--- config.mk ---
export PLATFORM = sky130hd
export DESIGN_NAME = calc_sequencer_flat
export DESIGN_NICKNAME = d
export VERILOG_FILES = /design/src/rtl/calc_sequencer_if.sv /design/src/rtl/calc_sequencer.sv /design/src/flat_wrapper.sv
export SDC_FILE = /design/constraint.sdc
export NUM_CORES = 1
export LEC_CHECK = 0
export ABC_AREA = 1
export CAP_MARGIN = 0
export CORE_MARGIN = 10
export CORE_UTILIZATION = 50
export DETAILED_ROUTE_END_ITERATION = 10
export GPL_TIMING_DRIVEN = 0
export PLACE_DENSITY = 0.8
export SKIP_LAST_GASP = 1
export SLEW_MARGIN = 0
export SYNTH_ARGS = -nofsm -noshare
export SYNTH_HDL_FRONTEND = slang
export SYNTH_SLANG_ARGS = --single-unit
--- constraint.sdc ---
create_clock -name clk -period 3.2 [get_ports clk]
set_input_delay 0.32 -clock clk [delete_from_list [all_inputs] [get_ports clk]]
set_output_delay 0.32 -clock clk [all_outputs]
set_load 0.02 [all_outputs]
--- src/rtl/calc_sequencer_if.sv ---
// Keypad, ALU handshake and display bundle for the calculator sequencer.
interface calc_sequencer_if #(
  parameter int unsigned N_DIG = 4
);
  localparam int unsigned W = 4 * N_DIG;

  logic [3:0]   tecla;
  logic         tecla_valida;
  logic         alu_done;
  logic [W-1:0] alu_result;
  logic         alu_erro;
  logic [W-1:0] operando_a;
  logic [W-1:0] operando_b;
  logic [1:0]   operacao;
  logic         alu_start;
  logic [W-1:0] display;
  logic         erro;
  logic [2:0]   estado;
  logic         ocupado;

  // Environment side: keypad debouncer plus ALU/display datapath
  modport master (
    output tecla, tecla_valida, alu_done, alu_result, alu_erro,
    input  operando_a, operando_b, operacao, alu_start, display, erro, estado, ocupado
  );

  // Sequencer side
  modport slave (
    input  tecla, tecla_valida, alu_done, alu_result, alu_erro,
    output operando_a, operando_b, operacao, alu_start, display, erro, estado, ocupado
  );
endinterface

--- src/rtl/calc_sequencer.sv ---
// Calculator sequencer: assembles BCD operands/operator from keys and runs the ALU handshake.
// Optional ALU watchdog enabled by defining CALC_TIMEOUT_EN.
module calc_sequencer #(
  parameter int unsigned N_DIG       = 4,
  parameter int unsigned ALU_TIMEOUT = 255
) (
  input logic             clk,
  input logic             rst,
  calc_sequencer_if.slave bus
);
  localparam int unsigned W  = 4 * N_DIG;
  localparam int unsigned CW = $clog2(N_DIG + 1);

  localparam logic [2:0] ESPERA_A  = 3'b000;
  localparam logic [2:0] ENTRADA_A = 3'b001;
  localparam logic [2:0] ESPERA_B  = 3'b010;
  localparam logic [2:0] ENTRADA_B = 3'b011;
  localparam logic [2:0] CALCULA   = 3'b100;
  localparam logic [2:0] MOSTRA    = 3'b101;

  logic [2:0]    st_q, st_d;
  logic [W-1:0]  a_q, a_d, b_q, b_d, res_q, res_d;
  logic [CW-1:0] cnt_q, cnt_d;
  logic [1:0]    op_q, op_d;
  logic          start_q, start_d;
  logic          erro_q, erro_d;
  logic          clr;

`ifdef CALC_TIMEOUT_EN
  localparam int unsigned TW = ($clog2(ALU_TIMEOUT + 1) > 8) ? $clog2(ALU_TIMEOUT + 1) : 8;
  logic [TW-1:0] tmo_q, tmo_d;
`endif

  // Key decode, qualified by the strobe
  logic       is_dig, is_op, is_eq, is_ce, is_ca;
  logic [1:0] key_op;
  assign is_dig = bus.tecla_valida && (bus.tecla <= 4'd9);
  assign is_op  = bus.tecla_valida && (bus.tecla inside {4'hA, 4'hB, 4'hC});
  assign is_eq  = bus.tecla_valida && (bus.tecla == 4'hD);
  assign is_ce  = bus.tecla_valida && (bus.tecla == 4'hE);
  assign is_ca  = bus.tecla_valida && (bus.tecla == 4'hF);
  assign key_op = 2'(bus.tecla - 4'hA);

  always_ff @(posedge clk or posedge rst) begin
    if (rst) begin
      st_q    <= ESPERA_A;
      a_q     <= '0;
      b_q     <= '0;
      res_q   <= '0;
      cnt_q   <= '0;
      op_q    <= '0;
      start_q <= 1'b0;
      erro_q  <= 1'b0;
`ifdef CALC_TIMEOUT_EN
      tmo_q   <= '0;
`endif
    end else begin
      st_q    <= st_d;
      a_q     <= a_d;
      b_q     <= b_d;
      res_q   <= res_d;
      cnt_q   <= cnt_d;
      op_q    <= op_d;
      start_q <= start_d;
      erro_q  <= erro_d;
`ifdef CALC_TIMEOUT_EN
      tmo_q   <= tmo_d;
`endif
    end
  end

  always_comb begin
    st_d    = st_q;
    a_d     = a_q;
    b_d     = b_q;
    res_d   = res_q;
    cnt_d   = cnt_q;
    op_d    = op_q;
    start_d = 1'b0;
    erro_d  = erro_q;
    clr     = 1'b0;
`ifdef CALC_TIMEOUT_EN
    tmo_d   = tmo_q;
`endif
    case (st_q)
      ESPERA_A: begin
        if (is_dig) begin
          a_d   = W'(bus.tecla);
          cnt_d = CW'(1);
          st_d  = ENTRADA_A;
        end else if (is_ca) begin
          clr = 1'b1;
        end
      end
      ENTRADA_A: begin
        if (is_dig) begin
          if (cnt_q != CW'(N_DIG)) begin
            a_d   = {a_q[W-5:0], bus.tecla};
            cnt_d = cnt_q + CW'(1);
          end
        end else if (is_op) begin
          op_d = key_op;
          st_d = ESPERA_B;
        end else if (is_ce) begin
          a_d   = '0;
          cnt_d = '0;
        end else if (is_ca) begin
          clr = 1'b1;
        end
      end
      ESPERA_B: begin
        if (is_op) begin
          op_d = key_op;
        end else if (is_dig) begin
          b_d   = W'(bus.tecla);
          cnt_d = CW'(1);
          st_d  = ENTRADA_B;
        end else if (is_ca) begin
          clr = 1'b1;
        end
      end
      ENTRADA_B: begin
        if (is_dig) begin
          if (cnt_q != CW'(N_DIG)) begin
            b_d   = {b_q[W-5:0], bus.tecla};
            cnt_d = cnt_q + CW'(1);
          end
        end else if (is_eq) begin
          st_d    = CALCULA;
          start_d = 1'b1;
`ifdef CALC_TIMEOUT_EN
          tmo_d   = '0;
`endif
        end else if (is_ce) begin
          b_d   = '0;
          cnt_d = '0;
        end else if (is_ca) begin
          clr = 1'b1;
        end
      end
      // Keys are dropped while the ALU works; a done coincident with the timeout wins
      CALCULA: begin
        if (bus.alu_done) begin
          res_d  = bus.alu_result;
          erro_d = bus.alu_erro;
          st_d   = MOSTRA;
`ifdef CALC_TIMEOUT_EN
        end else if (tmo_q == TW'(ALU_TIMEOUT - 1)) begin
          res_d  = '0;
          erro_d = 1'b1;
          st_d   = MOSTRA;
        end else begin
          tmo_d = tmo_q + TW'(1);
`endif
        end
      end
      MOSTRA: begin
        if (is_dig) begin
          erro_d = 1'b0;
          a_d    = W'(bus.tecla);
          cnt_d  = CW'(1);
          st_d   = ENTRADA_A;
        end else if (is_op && !erro_q) begin
          a_d  = res_q;
          op_d = key_op;
          st_d = ESPERA_B;
        end else if (is_ce || is_ca) begin
          clr = 1'b1;
        end
      end
      default: clr = 1'b1;
    endcase

    if (clr) begin
      st_d   = ESPERA_A;
      a_d    = '0;
      b_d    = '0;
      res_d  = '0;
      cnt_d  = '0;
      op_d   = '0;
      erro_d = 1'b0;
    end
  end

  always_comb begin
    case (st_q)
      ENTRADA_A, ESPERA_B: bus.display = a_q;
      ENTRADA_B, CALCULA:  bus.display = b_q;
      MOSTRA:              bus.display = erro_q ? '0 : res_q;
      default:             bus.display = '0;
    endcase
  end

  assign bus.operando_a = a_q;
  assign bus.operando_b = b_q;
  assign bus.operacao   = op_q;
  assign bus.alu_start  = start_q;
  assign bus.erro       = erro_q;
  assign bus.estado     = st_q;
  assign bus.ocupado    = (st_q == CALCULA);
endmodule

--- src/flat_wrapper.sv ---
// flat-port wrapper written by rule: the top's interface ports become plain ports
module calc_sequencer_flat 
#(
  parameter int unsigned N_DIG       = 4,
  parameter int unsigned ALU_TIMEOUT = 255
)
  (clk, rst, bus_tecla, bus_tecla_valida, bus_alu_done, bus_alu_result, bus_alu_erro, bus_operando_a, bus_operando_b, bus_operacao, bus_alu_start, bus_display, bus_erro, bus_estado, bus_ocupado);
  calc_sequencer_if #(.N_DIG(N_DIG)) bus_i ();
  input logic clk;
  input logic rst;
  input wire logic [$bits(bus_i.tecla)-1:0] bus_tecla;
  input wire logic [$bits(bus_i.tecla_valida)-1:0] bus_tecla_valida;
  input wire logic [$bits(bus_i.alu_done)-1:0] bus_alu_done;
  input wire logic [$bits(bus_i.alu_result)-1:0] bus_alu_result;
  input wire logic [$bits(bus_i.alu_erro)-1:0] bus_alu_erro;
  output wire logic [$bits(bus_i.operando_a)-1:0] bus_operando_a;
  output wire logic [$bits(bus_i.operando_b)-1:0] bus_operando_b;
  output wire logic [$bits(bus_i.operacao)-1:0] bus_operacao;
  output wire logic [$bits(bus_i.alu_start)-1:0] bus_alu_start;
  output wire logic [$bits(bus_i.display)-1:0] bus_display;
  output wire logic [$bits(bus_i.erro)-1:0] bus_erro;
  output wire logic [$bits(bus_i.estado)-1:0] bus_estado;
  output wire logic [$bits(bus_i.ocupado)-1:0] bus_ocupado;
  assign bus_i.tecla = bus_tecla;
  assign bus_i.tecla_valida = bus_tecla_valida;
  assign bus_i.alu_done = bus_alu_done;
  assign bus_i.alu_result = bus_alu_result;
  assign bus_i.alu_erro = bus_alu_erro;
  assign bus_operando_a = bus_i.operando_a;
  assign bus_operando_b = bus_i.operando_b;
  assign bus_operacao = bus_i.operacao;
  assign bus_alu_start = bus_i.alu_start;
  assign bus_display = bus_i.display;
  assign bus_erro = bus_i.erro;
  assign bus_estado = bus_i.estado;
  assign bus_ocupado = bus_i.ocupado;
  calc_sequencer #(.N_DIG(N_DIG), .ALU_TIMEOUT(ALU_TIMEOUT)) u_core (.clk(clk), .rst(rst), .bus(bus_i));
endmodule
==> impl_metrics.ini <==
[detailed_routing]
num_vias = 3722
drtIter0Drc = 379
first_pass_iters = 5
ant_nets = 0
wl_um = 11500
routedWlPerCell_um = 17.6
drc = 0
routed_via_density = 5.69

[global_route]
overflow = 0
grt_pass1_vias = 3658
antenna_found_initial = 0
grt_use_total = 0.225
grt_max_degree = 40
grt_pass1_wl_um = 18500

[synth]
syn-cell-area_mm2 = 0.00343
synth_nets = 506
avgSynthCellArea_um2 = 7.15
synth.distinct_cells = 29
yosysTopAreaCell = dfrtp_1
yosys.area.top_type_share = 0.424
synth.area.top_cells = dfrtp_1 42%, nand2_1 18%, nand3_1 9.5%
yosysWarnings = 0
syn_inst = 479
synth_seq_cells = 58
synth_seq_area_share = 0.424

[worst_setup_path]
worst-path-max-fanout = 10
endpoint_kind = output port
path_cells = nor3_4, clkbuf_4, nor2_1, clkbuf_1, o211ai_1, clkdlybuf4s50_1
critPathSlowestCell = clkdlybuf4s50_1
setup.worst_path.start_class = flip-flop
cp.arrival_ns = 2.74
crit_type = reg2out
ff2ff_setup_slack_ns = 1.06
crit_path_max_incr_delay_ns = 0.66
required_ns = 2.88

[clock_network]
clk_latency_ns = 0.34
cts_resized = 3
cts_root_buf = clkbuf_8
htree_levels = 3
cts_tree = built
cts_setup_buffers = 0
cts_sinks = 58
cts_hold_buf = 0
clkTransAtPathRegs_ns = 0.07
cts_buffers = 9
clock_path_buffers = 2

[timing]
tightest_slew_ns = 0.604
worst_clock_skew_ns = 0.00738
relSlewSlack = 0.595
rsz0062_at_grt = false
final-setup-viol-count = 0
period_needed_ns = 3.06
finalSetupTns_ns = 0
fin_ws_ns = 0.141
drv_slew = 0
period_share = 0.956
hold_violations = 0
max_freq_ghz = 0.327

[placement]
dp_slack_ns = 0.272
gp_congestion = 0.919
dp_hpwl_um = 8690
placed_cell_area_mm2 = 0.00433
port_buffers = 78

[final_layout]
multi_input_area_mm2 = 0.00175
regArea_mm2 = 0.00145
final_cell_mix = 161 x nand2_1, 77 x clkdlybuf4s50_1, 65 x nand3_1
fillers = 577
syn_to_final_growth_pct = 32.7
drive_gt1_frac = 0.101
final_common_cell = nand2_1
final_area_mm2 = 0.00455
nNetsFinal = 596
antennaDiodeCount = 0

[floorplanning]
dieArea_mm2 = 0.0106
ios = 81
initial_core_util = 0.510
dieWidth_um = 103
core_mm2 = 0.00672
fp.dieH_um = 103
num_rows = 30

[power_and_ir_drop]
p_leak_uw = 0.00216
finalPower_uw = 3440
p_per_area_mw_per_mm2 = 756
ir_drop_v = 0.000507

[run_status]
status = finished, final reports clean

[worst_hold_path]
min_path_type = in2async

[run]
cap_violations = 0
-- cells in the mapped netlist --
| library cell | count |
|---|---|
| a22oi_1 | 17 |
| inv_1 | 31 |
| nor2_1 | 38 |
| nor3_1 | 3 |
| o21ai_0 | 13 |
| a21oi_1 | 27 |
| clkbuf_1 | 8 |
| nand3b_1 | 1 |
| nand4_1 | 6 |
| nand2_4 | 3 |
| clkinv_1 | 1 |
| dfrtp_1 | 58 |
| a21oi_2 | 1 |
| xor2_1 | 1 |
| inv_2 | 5 |
| ha_1 | 2 |
| nand3_2 | 2 |
| nor2_2 | 4 |
| buf_1 | 1 |
| buf_6 | 1 |
| o211ai_1 | 8 |
| a211oi_1 | 1 |
| o2111ai_2 | 1 |
| buf_2 | 10 |
| nand3_1 | 65 |
| nand2_1 | 162 |
| buf_4 | 2 |
| nand2_2 | 4 |
| nor2_4 | 3 |
-- where the power goes --
part	switching, uW	internal [uW]
Sequential	179	888
Combinational	1110	603
Clock	307	354
Total	1590	1850
-- per-layer routing --
layer	vias up	share of wire	track usage
met5	-	0	0
met4	0	0.022	0.0963
met3	24	0.12	0.0684
met2	190	0.46	0.347
met1	1751	0.40	0.285
li1	1757	-	-
-- flip-flops by register name (all words and copies together) (netlist names) --
register	cells
u_core.bus.operacao	2
u_core.bus.operando_a	16
u_core.cnt_q	3
u_core.bus.alu_start	1
u_core.bus.operando_b	16
u_core.res_q	16
u_core.bus.estado	3
u_core.bus.erro	1
-- final cells by class --
type,instances,area share
repair buffers,79,0.177
well taps,80,0.0220
clock inverters,6,0.0127
plain buffers,22,0.0256
inverters,37,0.0305
multi-input cells,362,0.385
flip-flops and latches,58,0.319
clock buffers,10,0.0281
-- path summary, 6_finish.rpt --
kind                                            from                   endpoint  depth (start not counted)
max in group asynchronous                        rst       u_core.bus.estado[2]                          3
setup reg to reg                u_core.bus.estado[1]   u_core.bus.operando_a[7]                         13
hold reg to reg            u_core.bus.operando_b[14]  u_core.bus.operando_b[14]                          2
setup / recovery                u_core.bus.estado[1]             bus_display[2]                          6
min in group clk                        bus_tecla[0]     u_core.bus.operacao[0]                          3
hold / removal                                   rst  u_core.bus.operando_a[12]                          2
-- cells by family after synthesis --
group	after synthesis	share of synthesized area
flops	58	0.424
fa+ha+maj	2	0.00730
buf+inv	59	0.0727
xor+xnor	1	0.00256
compound gates	68	0.122
simple gates	291	0.372
-- per-stage QoR --
step,std cells,hold WS (ns),utilization
2_1_floorplan,479,0.467,-
3_3_place_gp,637,0.479,0.641
3_5_place_dp,638,0.482,0.644
4_1_cts,654,0.327,0.673
5_1_grt,654,0.339,0.677
6_report,654,0.308,0.677
-- worst max-delay path: cells and delay by family (launching register included) --
family / cells / cell delay [ns]
and+or+nand+nor: 2 / 0.40
AOI/OAI and AO/OA: 1 / 0.31
buffers and inverters: 3 / 1.21
DFF: 1 / 0.48
No activity file was read; power rests on OpenSTA's default activity.
